### src/rtl/spi_slave_pkg.sv
// rtl/spi_slave_pkg.sv - shared types and constants for the SPI mode-0 responder
// Contents: responder state enum, word loaded when the tx buffer is empty
// (non-echo build), and the bit-counter width helper.
package spi_slave_pkg;

  typedef enum logic [1:0] {
    ST_IDLE   = 2'd0,
    ST_SHIFT  = 2'd1,
    ST_RELOAD = 2'd2
  } state_e;

  // Sliced down to DATA_W at the point of use.
  localparam logic [63:0] DEFAULT_TX_WORD = 64'h0;

  // Counter must hold the value DATA_W itself, not just DATA_W-1.
  function automatic int cnt_width(input int data_w);
    return $clog2(data_w + 1);
  endfunction

endpackage

### src/rtl/spi_in_sync.sv
// rtl/spi_in_sync.sv - multi-flop synchronizer with rise/fall edge pulses
// Ports:
//   clk, reset   system clock, asynchronous active-low reset
//   d_i          asynchronous input
//   sync_o       synchronized level
//   rise_o       one-cycle pulse on a synchronized 0->1 transition
//   fall_o       one-cycle pulse on a synchronized 1->0 transition
module spi_in_sync #(
  parameter int   SYNC_STAGES = 2,
  parameter logic RESET_VAL   = 1'b0
) (
  input  logic clk,
  input  logic reset,
  input  logic d_i,
  output logic sync_o,
  output logic rise_o,
  output logic fall_o
);

  logic [SYNC_STAGES-1:0] sync_q;
  logic                   prev_q;

  // Reset to the line's idle level so no edge is reported on reset release.
  always_ff @(posedge clk or negedge reset) begin
    if (!reset) begin
      sync_q <= {SYNC_STAGES{RESET_VAL}};
      prev_q <= RESET_VAL;
    end else begin
      sync_q <= {sync_q[SYNC_STAGES-2:0], d_i};
      prev_q <= sync_q[SYNC_STAGES-1];
    end
  end

  assign sync_o = sync_q[SYNC_STAGES-1];
  assign rise_o = sync_q[SYNC_STAGES-1] & ~prev_q;
  assign fall_o = ~sync_q[SYNC_STAGES-1] & prev_q;

endmodule

### src/rtl/spi_slave_responder.sv
// rtl/spi_slave_responder.sv - SPI mode-0 slave with one-entry tx buffer
// Build option: SPI_SLAVE_ECHO_EN - empty tx buffer loads the last rx word
// instead of zero.
// Ports:
//   clk, reset        system clock (>= 8x sclk), asynchronous active-low reset
//   sclk, cs_bar, mosi asynchronous SPI inputs from the master
//   miso, miso_oe     serial output and its drive enable (high while selected)
//   tx_data/valid/ready  one-entry transmit buffer write handshake
//   rx_data, rx_valid  last complete word and its one-cycle update pulse
//   frame_active      high while the FSM is not idle
module spi_slave_responder
  import spi_slave_pkg::*;
#(
  parameter int DATA_W      = 8,
  parameter int SYNC_STAGES = 2
) (
  input  logic              clk,
  input  logic              reset,
  input  logic              sclk,
  input  logic              cs_bar,
  input  logic              mosi,
  output logic              miso,
  output logic              miso_oe,
  input  logic [DATA_W-1:0] tx_data,
  input  logic              tx_valid,
  output logic              tx_ready,
  output logic [DATA_W-1:0] rx_data,
  output logic              rx_valid,
  output logic              frame_active
);

  localparam int CNT_W = cnt_width(DATA_W);

  // sclk level is never needed: all sclk timing comes from its edges.
  logic unused_sclk_level;
  logic sclk_rise, sclk_fall;
  logic cs_s, sel, desel;
  logic [SYNC_STAGES-1:0] mosi_sync_q;
  logic mosi_s;

  state_e            state_q, state_d;
  logic [CNT_W-1:0]  bit_cnt_q, bit_cnt_d, bit_cnt_inc;
  logic [DATA_W-1:0] rx_shift_q, rx_shift_d, rx_word;
  logic [DATA_W-1:0] tx_shift_q, tx_shift_d;
  logic [DATA_W-1:0] rx_data_q, rx_data_d;
  logic              rx_pend_q, rx_pend_d;
  logic              rx_valid_q;
  logic [DATA_W-1:0] buf_q, buf_d;
  logic              buf_full_q, buf_full_d;
  logic              load, tx_write;
  logic [DATA_W-1:0] dflt_word, load_word;

  spi_in_sync #(
    .SYNC_STAGES(SYNC_STAGES),
    .RESET_VAL  (1'b0)
  ) u_sclk_sync (
    .clk   (clk),
    .reset (reset),
    .d_i   (sclk),
    .sync_o(unused_sclk_level),
    .rise_o(sclk_rise),
    .fall_o(sclk_fall)
  );

  // cs_bar idles high; a falling edge selects, a rising edge deselects.
  spi_in_sync #(
    .SYNC_STAGES(SYNC_STAGES),
    .RESET_VAL  (1'b1)
  ) u_cs_sync (
    .clk   (clk),
    .reset (reset),
    .d_i   (cs_bar),
    .sync_o(cs_s),
    .rise_o(desel),
    .fall_o(sel)
  );

  always_ff @(posedge clk or negedge reset) begin
    if (!reset) mosi_sync_q <= '0;
    else        mosi_sync_q <= {mosi_sync_q[SYNC_STAGES-2:0], mosi};
  end
  assign mosi_s = mosi_sync_q[SYNC_STAGES-1];

`ifdef SPI_SLAVE_ECHO_EN
  assign dflt_word = rx_data_q;
`else
  assign dflt_word = DEFAULT_TX_WORD[DATA_W-1:0];
`endif

  assign load_word   = buf_full_q ? buf_q : dflt_word;
  assign rx_word     = {rx_shift_q[DATA_W-2:0], mosi_s};
  assign bit_cnt_inc = bit_cnt_q + 1'b1;

  always_comb begin
    state_d    = state_q;
    bit_cnt_d  = bit_cnt_q;
    rx_shift_d = rx_shift_q;
    tx_shift_d = tx_shift_q;
    rx_data_d  = rx_data_q;
    rx_pend_d  = 1'b0;
    load       = 1'b0;
    // Deselect outranks any edge seen in the same cycle; a partial word
    // is dropped simply by clearing the counter.
    if (desel) begin
      state_d   = ST_IDLE;
      bit_cnt_d = '0;
    end else begin
      case (state_q)
        ST_IDLE: begin
          if (sel) begin
            load      = 1'b1;
            bit_cnt_d = '0;
            state_d   = ST_SHIFT;
          end
        end
        ST_SHIFT: begin
          if (sclk_rise) begin
            rx_shift_d = rx_word;
            if (bit_cnt_inc == CNT_W'(DATA_W)) begin
              rx_data_d = rx_word;
              rx_pend_d = 1'b1;
              bit_cnt_d = '0;
              state_d   = ST_RELOAD;
            end else begin
              bit_cnt_d = bit_cnt_inc;
            end
          end else if (sclk_fall) begin
            tx_shift_d = tx_shift_q << 1;
          end
        end
        ST_RELOAD: begin
          // The fall after the last bit presents the next word's MSB.
          if (sclk_fall) begin
            load    = 1'b1;
            state_d = ST_SHIFT;
          end
        end
        default: state_d = ST_IDLE;
      endcase
    end
    if (load) tx_shift_d = load_word;
  end

  // A write only happens while empty, so a coincident load has already
  // taken the old (empty) state and the new word waits for the next load.
  assign tx_write = tx_valid && !buf_full_q;

  always_comb begin
    buf_d      = buf_q;
    buf_full_d = buf_full_q;
    if (tx_write) begin
      buf_d      = tx_data;
      buf_full_d = 1'b1;
    end else if (load) begin
      buf_full_d = 1'b0;
    end
  end

  always_ff @(posedge clk or negedge reset) begin
    if (!reset) begin
      state_q    <= ST_IDLE;
      bit_cnt_q  <= '0;
      rx_shift_q <= '0;
      tx_shift_q <= '0;
      rx_data_q  <= '0;
      rx_pend_q  <= 1'b0;
      rx_valid_q <= 1'b0;
      buf_q      <= '0;
      buf_full_q <= 1'b0;
    end else begin
      state_q    <= state_d;
      bit_cnt_q  <= bit_cnt_d;
      rx_shift_q <= rx_shift_d;
      tx_shift_q <= tx_shift_d;
      rx_data_q  <= rx_data_d;
      rx_pend_q  <= rx_pend_d;
      // rx_data settles one cycle ahead of the valid pulse.
      rx_valid_q <= rx_pend_q;
      buf_q      <= buf_d;
      buf_full_q <= buf_full_d;
    end
  end

  assign miso         = ~cs_s & tx_shift_q[DATA_W-1];
  assign miso_oe      = ~cs_s;
  assign tx_ready     = ~buf_full_q;
  assign rx_data      = rx_data_q;
  assign rx_valid     = rx_valid_q;
  assign frame_active = (state_q != ST_IDLE);

endmodule

### config.mk
export PLATFORM = sky130hd
export DESIGN_NAME = spi_slave_responder
export DESIGN_NICKNAME = d
export VERILOG_FILES = /design/src/rtl/spi_slave_pkg.sv /design/src/rtl/spi_in_sync.sv /design/src/rtl/spi_slave_responder.sv
export SDC_FILE = /design/constraint.sdc
export NUM_CORES = 1
export LEC_CHECK = 0
export BUFFER_PORTS_ARGS = -buffer_cell sky130_fd_sc_hd__buf_2
export CORE_ASPECT_RATIO = 0.9
export CORE_MARGIN = 8
export CORE_UTILIZATION = 35
export CTS_CLUSTER_DIAMETER = 40
export DETAILED_ROUTE_END_ITERATION = 12
export PLACE_DENSITY = 0.64
export SLEW_MARGIN = 10
export SYNTH_ARGS = -nofsm -noshare
export SYNTH_HDL_FRONTEND = slang
export SYNTH_SLANG_ARGS = --single-unit
### constraint.sdc
create_clock -name clk -period 2.5 [get_ports clk]
set_clock_uncertainty 0.1 [all_clocks]
set_input_delay 0.375 -clock clk [delete_from_list [all_inputs] [get_ports clk]]
set_output_delay 0.375 -clock clk [all_outputs]
set_load 0.01 [all_outputs]
# [After elaboration in Yosys (flattened, before gate mapping)]
# Cells that the tools add are included.
[op_classes] addsub=1 n_mul=0 n_div=0 order_cmp=0 eq_ne=9 shift=0 muxes=27 bitwise=11 n_reduce_logical=13
[ops] op="$mux 8" n=6
[ops] op="$mux 4" n=4
[ops] op="$ne 3x3->1 const B" n=4
[ops] op="$reduce_and 4->1" n=3
[ops] op="$mux 2" n=5
[ops] op="$mux 1" n=9
[ops] op="$pmux 4 s2" n=1
[ops] op="$reduce_bool 2->1" n=4
[ops] op="$not 1->1" n=6
[ops] op="$pmux 2 s3" n=1
[ops] op="$reduce_and 3->1" n=2
[ops] op="$and 1x1->1" n=5
[ops] op="$add 4x1->4 const B" n=1
[ops] op="$eq 4x4->1 const B" n=1
[ops] op="$ne 2x1->1 const B" n=2
[ops] op="$reduce_bool 3->1" n=1
[ops] op="$eq 2x1->1 const B" n=1
[ops] op="$eq 2x2->1 const B" n=1
[ops] op="$logic_not 2->1" n=1
[ops] op="$pmux 1 s2" n=1
[ops] op="$logic_and 1x1->1" n=1
[ops] op="$logic_not 1->1" n=1
[totals] reg_bits=48 latchBits=0 ramBits=0 mem_bits_ro=0 elab_cells=75 n_memories=0

# [Longest topological paths before layout]
[depth] ltp_word=7 mapped_depth=9 ltp_nobuf=6

# [Modules after synthesis]
# From an unflattened synthesis, not the netlist that was laid out.
[hier_totals] cells_unflattened=157 area_unflattened_um2=2105.8
[modules_own_cells] mod="spi_slave_responder" n_inst=1 cells_each=147 area_each_um2=1921.8 seq_area_each_um2=1051.0
[modules_own_cells] mod="spi_in_sync (u_cs_sync)" n_inst=1 cells_each=5 area_each_um2=93.8 seq_area_each_um2=78.8
[modules_own_cells] mod="spi_in_sync (u_sclk_sync)" n_inst=1 cells_each=5 area_each_um2=90.1 seq_area_each_um2=75.1

# [Least setup slack after synthesis]
# Ideal clock, no wire load.
[synth_path] path_type="register to register" start="register u_cs_sync.prev_q" end="register rx_data_q[0], in the netlist rx_data[0]" setup_ns=0.125 arrival_time_ns=2.159 required_ns=2.275 path_slack_ns=0.115 stages_incl_launch_ff=10 n_path_buf=3 period_less_slack_ns=2.385 path_cell_list="dfstp_2 -> inv_1 -> ha_1 -> or3b_1 -> buf_6 -> or2_1 -> buf_6 -> a21o_1 -> buf_6 -> mux2_4"
[synth_via] elab_chain_cells=4
[synth_lines] item="start: declaration" line="spi_in_sync.sv:21" text="logic prev_q;"
[synth_lines] item="start signal: assignment" line="spi_in_sync.sv:30" text="prev_q <= sync_q[SYNC_STAGES-1];"
[synth_lines] item="$not 1->1" line="spi_in_sync.sv:35" text="assign rise_o = sync_q[SYNC_STAGES-1] & ~prev_q;"
[synth_lines] item="$and 1x1->1" line="spi_in_sync.sv:35"
[synth_lines] item="$not 1->1 (no line)"
[synth_lines] item="$reduce_and 4->1 (no line)"
[synth_lines] item="end signal: assignment" line="spi_slave_responder.sv:175" text="rx_data_q <= rx_data_d;"
[synth_lines] item="end: declaration" line="spi_slave_responder.sv:45" text="logic [DATA_W-1:0] rx_data_q, rx_data_d;"
# No other way between the ends.
# A chain may end at the register's enable or synchronous reset.

# [Final worst setup path]
[layout_path] start="register bit_cnt_q[0]" end="register rx_data_q[6], in the netlist rx_data[6]"
[layout_via] elab_chain_cells=3
[layout_lines] item="start: declaration" line="spi_slave_responder.sv:42" text="logic [CNT_W-1:0] bit_cnt_q, bit_cnt_d, bit_cnt_inc;"
[layout_lines] item="start signal: assignment" line="spi_slave_responder.sv:172" text="bit_cnt_q <= bit_cnt_d;"
[layout_lines] item="$add 4x1->4" line="spi_slave_responder.sv:92" text="assign bit_cnt_inc = bit_cnt_q + 1'b1;"
[layout_lines] item="$eq 4x4->1" line="spi_slave_responder.sv:119" text="if (bit_cnt_inc == CNT_W'(DATA_W)) begin"
[layout_lines] item="$reduce_and 4->1 (no line)"
# No other way between the ends.

==> results summary <==
The top-level I/O count is 27. The worst register-to-register path begins at bit_cnt_q[0]. Setup repair after global routing left no endpoint under its margin.

The via count of the first global-routing pass came to roughly 1.4k. CTS placed an instance of clkbuf_8 at the clock tree root. The final number of setup-violating endpoints came out at 0. The remaining global-route overflow came out at 0. The most used flip-flop cell after synthesis is dfrtp_1. Clock-pin slew was measured on the worst setup and hold paths at 0.09 ns. Gates resized during post-CTS repair numbered 0. The initial utilization of the core area, before any placement, comes to 36.5%. The largest single stage delay on the critical path is 0.69 ns.

The post-cts hold buffer count came out at 0. The critical path is of the register to register type. The post-route DRC violation count is 0. The initial antenna violation count is 0. Across the run, the number of max-cap violations was 0. The number of endpoints with negative hold slack in the final report came to 0. The total clock sinks came out at 48. The synthesis-stage register bit count came out at between 40 and 50. The height of the chip is approximately 90 um. The final antenna diode count came out at 0. In this run switching power makes up 27.6% of total power. The total setup buffers inserted after CTS is 0.

The total internal power came out at 1380 uW. The worst endpoint data arrival time is 2.42 ns. The post-route setup TNS is 0 ns. Yosys printed 0 warnings. The pin slew with the least headroom to its limit came out at roughly 0.67 ns. The first-pass iteration count of the detailed router is 4. The maximum number of buffers from clock root to sink came out at 2.

The part of the power in combinational logic came out at slightly above 20%. The slowest stage of the critical path belongs to the cell or4b_2. The required time of the critical path is 2.57 ns. The signal on the critical path passes through ha_1 -> or4b_2 -> a21o_1 -> mux2_4.

The most critical setup path has its endpoint at rx_data[6]. The setup slack of the most critical reg-to-reg path is 0.15 ns. The flow ran to the end, and the final reports show no timing, DRC or antenna violations. In this run the worst path has a maximum fanout of 9.

The first routing iteration left 66 violations. The number of I/O port buffers came out at 26. The clock network burns 22.6% of the power. In this run the power density over the cells is 800 nW/um^2. Row generation in the floorplan step produced 26 rows. The layout overhead on the synthesized area is 14.5%. The die outline area is between 8000 and 9000 sq um.

The cell family with the largest share of critical-path delay is simple AND/OR/NAND/NOR gates. Detailed placement finished with a half-perimeter wire length of 2590 um. Counting the buffers created by CTS gives 5. Measured in cells, the most critical reg-to-reg path has a length of 4.

TritonCTS built the clock tree. The sequential area share after synthesis came out at between 50% and 60%. Derived from the worst setup path, the maximum achievable clock frequency is 0.426 GHz. The fraction of registers with async set or reset after synthesis is 100%. The pin count of the biggest net entering global routing is 49. The H-tree was split into 2 levels. The static leakage is approximately 0.0012 uW.

The number of pins exceeding their max-slew limit in the final report is 0. Across all layers, the routed design uses between 1k and 1.5k vias. The endpoint of the most critical register-to-register path is rx_data[6]. The area used by multi-input combinational logic came out at 797 sq um.

The critical path contains buffers and inverters numbering 0 combined. After layout, the worst path uses 93.8% of the clock period. At the end of the flow, the number of nets in the layout was 221.

In the final layout, flip-flops and latches occupy 1200 sq um. In the final routed layout, each cell accounts on average for 12.9 um. The mean instance size in the synthesized netlist is between 10 and 15 sq um. The gate count after technology mapping is 170.

The total number of cells along the worst setup path came out at 4. The number of vias per cell came out at around 4.7. The clock latency on the worst-skew pair came out at 0.29 ns. The global router's overall resource usage came out at 8.97%. The number of enable flip-flop cells after synthesis came out at 0. In this run the worst setup path begins at bit_cnt_q[0].

The routed design has between 3000 and 4000 um of wire. The placer's final routability congestion estimate came out at 0.763. The routed design could run at a clock period as short as between 2 and 2.5 ns. The post-synthesis cell type count came out at 41. The width of the die came out at 97.2 um.

The net count after synthesis came out at 188. In this run the worst hold path is classified as input pin to async pin. The filler cell count came out at between 500 and 600. The share of total power dissipated in sequential elements is 57.1%. The worst setup path is launched from a register. The relative max-transition margin came out at between 50% and 60%. The peak ir drop on the vdd network came out at 0.000407 V. The placeable core region came out at roughly 5700 sq um.

The count of nets left with antenna violations after detail routing is 0. The mapped cell area came out at 2080 sq um. The post-route netlist has 29.9% of its cells at a drive strength greater than 1. The switching power came out at 525 uW. The first-pass GRT wire length came out at around 6400 um.

Total power for the finished layout comes to 1900 uW. STA classifies the critical path endpoint as a register.
[synth_stat cells (2+ instances only)]
master     n  share of area, %
nand2b_1   3              0.90
inv_1      7               1.3
o21ai_0    9               2.2
nor2_1     6               1.1
o21a_1     2              0.72
dfrtp_1   45                54
and2_1     8               2.4
a221o_1    3               1.4
clkbuf_1   3              0.54
ha_1       4               2.4
a21o_1     2              0.72
mux2_4     8               5.8
mux2_2     9               4.9
nor2b_1    2              0.60
dfstp_2    3               3.8
nand3b_1   2              0.72
nand2_1   22               4.0
buf_6      3               1.6
nand3_1    2              0.48
a21oi_1    2              0.48
mux2i_1    5               2.4
[power by group through the flow]
stage	combinational [uW]	clock (uW)	sequential, uW
6_report	386	429	1090
5_1_grt	451	487	1120
4_1_cts	395	454	1090
3_5_place_dp	396	0	1100
3_3_place_gp	382	0	1100
2_1_floorplan	307	0	1070
[metrics by stage]
stage	instance area, sq um	setup slack [ns]	util, %	hold slack, ns	cells
CTS	2380	0.152	41.8	0.0687	274
finish	2380	0.154	41.8	0.0811	274
floorplan	2080	0.115	-	-0.0206	170
global placement	2300	0.197	40.4	0.233	266
global route	2380	0.0745	41.8	0.0592	274
detailed placement	2300	0.171	40.4	0.236	266
[layout make-up]
type / count / share of cell area (%)
Clock inverter: 1 / 0.210
Sequential cell: 48 / 50.6
Tap cell: 70 / 3.68
Inverter: 7 / 1.10
Clock buffer: 7 / 3.21
Multi-Input combinational cell: 108 / 33.5
Timing Repair Buffer: 33 / 7.68
[how the worst min path moves through the flow]
stage | startpoint | to | cells past startpoint
after floorplan | reset | bit_cnt_q[0] | 0
after global placement | rx_pend_q | rx_valid | 0
after CTS | cs_bar | u_cs_sync.sync_q[0] | 1
after global routing | cs_bar | u_cs_sync.sync_q[0] | 1
final | reset | rx_data[1] | 2
after detailed placement | u_sclk_sync.sync_q[0] | u_sclk_sync.sync_q[1] | 0
[logic make-up (layout without fill, tap and decap cells)]
group | after synthesis | in the layout | synth area share, %
buffers and inverters | 14 | 48 | 3.67
and+or+nand+nor | 54 | 54 | 13.3
DFF | 48 | 48 | 58.0
xor gates and xnor gates | 1 | 1 | 0.422
AOI/OAI and AO/OA | 27 | 27 | 9.15
adders and majority gates | 4 | 4 | 2.41
muxes | 22 | 22 | 13.1
[worst register-to-register path, stage by stage, from the launching register on]
cell and delay [ns]:
dfrtp_1 0.44, ha_1 0.26, or4b_2 0.69, a21o_1 0.39
mux2_4 0.36
[routing by layer]
metal	routed length [um]	vias to the layer above	GRT usage, %
met5	0	-	0
met4	11	0	1.65
met3	171	2	3.55
met2	1550	22	14.4
met1	1810	601	11.3
li1	-	651	-
[cell usage in the layout (no fill, tap or decap), types with 2 or more instances in the layout]
cell type  netlist  routed
a221o_1          3       3
a21o_1           2       2
and2_1           8       8
nor2_1           6       6
mux2_2           9       9
mux2i_1          5       5
ha_1             4       4
clkbuf_1         3       2
nand3b_1         2       2
mux2_4           8       8
o21a_1           2       2
buf_2            1      26
inv_1            7       7
nand2_1         22      22
clkbuf_8         0       5
nand3_1          2       2
dfrtp_1         45      45
nand2b_1         3       3
dfstp_2          3       3
buf_4            0       7
nor2b_1          2       2
a21oi_1          2       2
o21ai_0          9       9
[state kept, by name, summed over array words and instances (netlist names)]
register and count:
tx_shift_q 8, u_sclk_sync.sync_q 2, u_cs_sync.prev_q 1, mosi_sync_q 2, state_q 2, rx_data 8
rx_valid 1, u_cs_sync.sync_q 2, rx_shift_q 7, bit_cnt_q 4, buf_q 8, u_sclk_sync.prev_q 1
buf_full_q 1, rx_pend_q 1
Power figures use the tool's default switching activity.
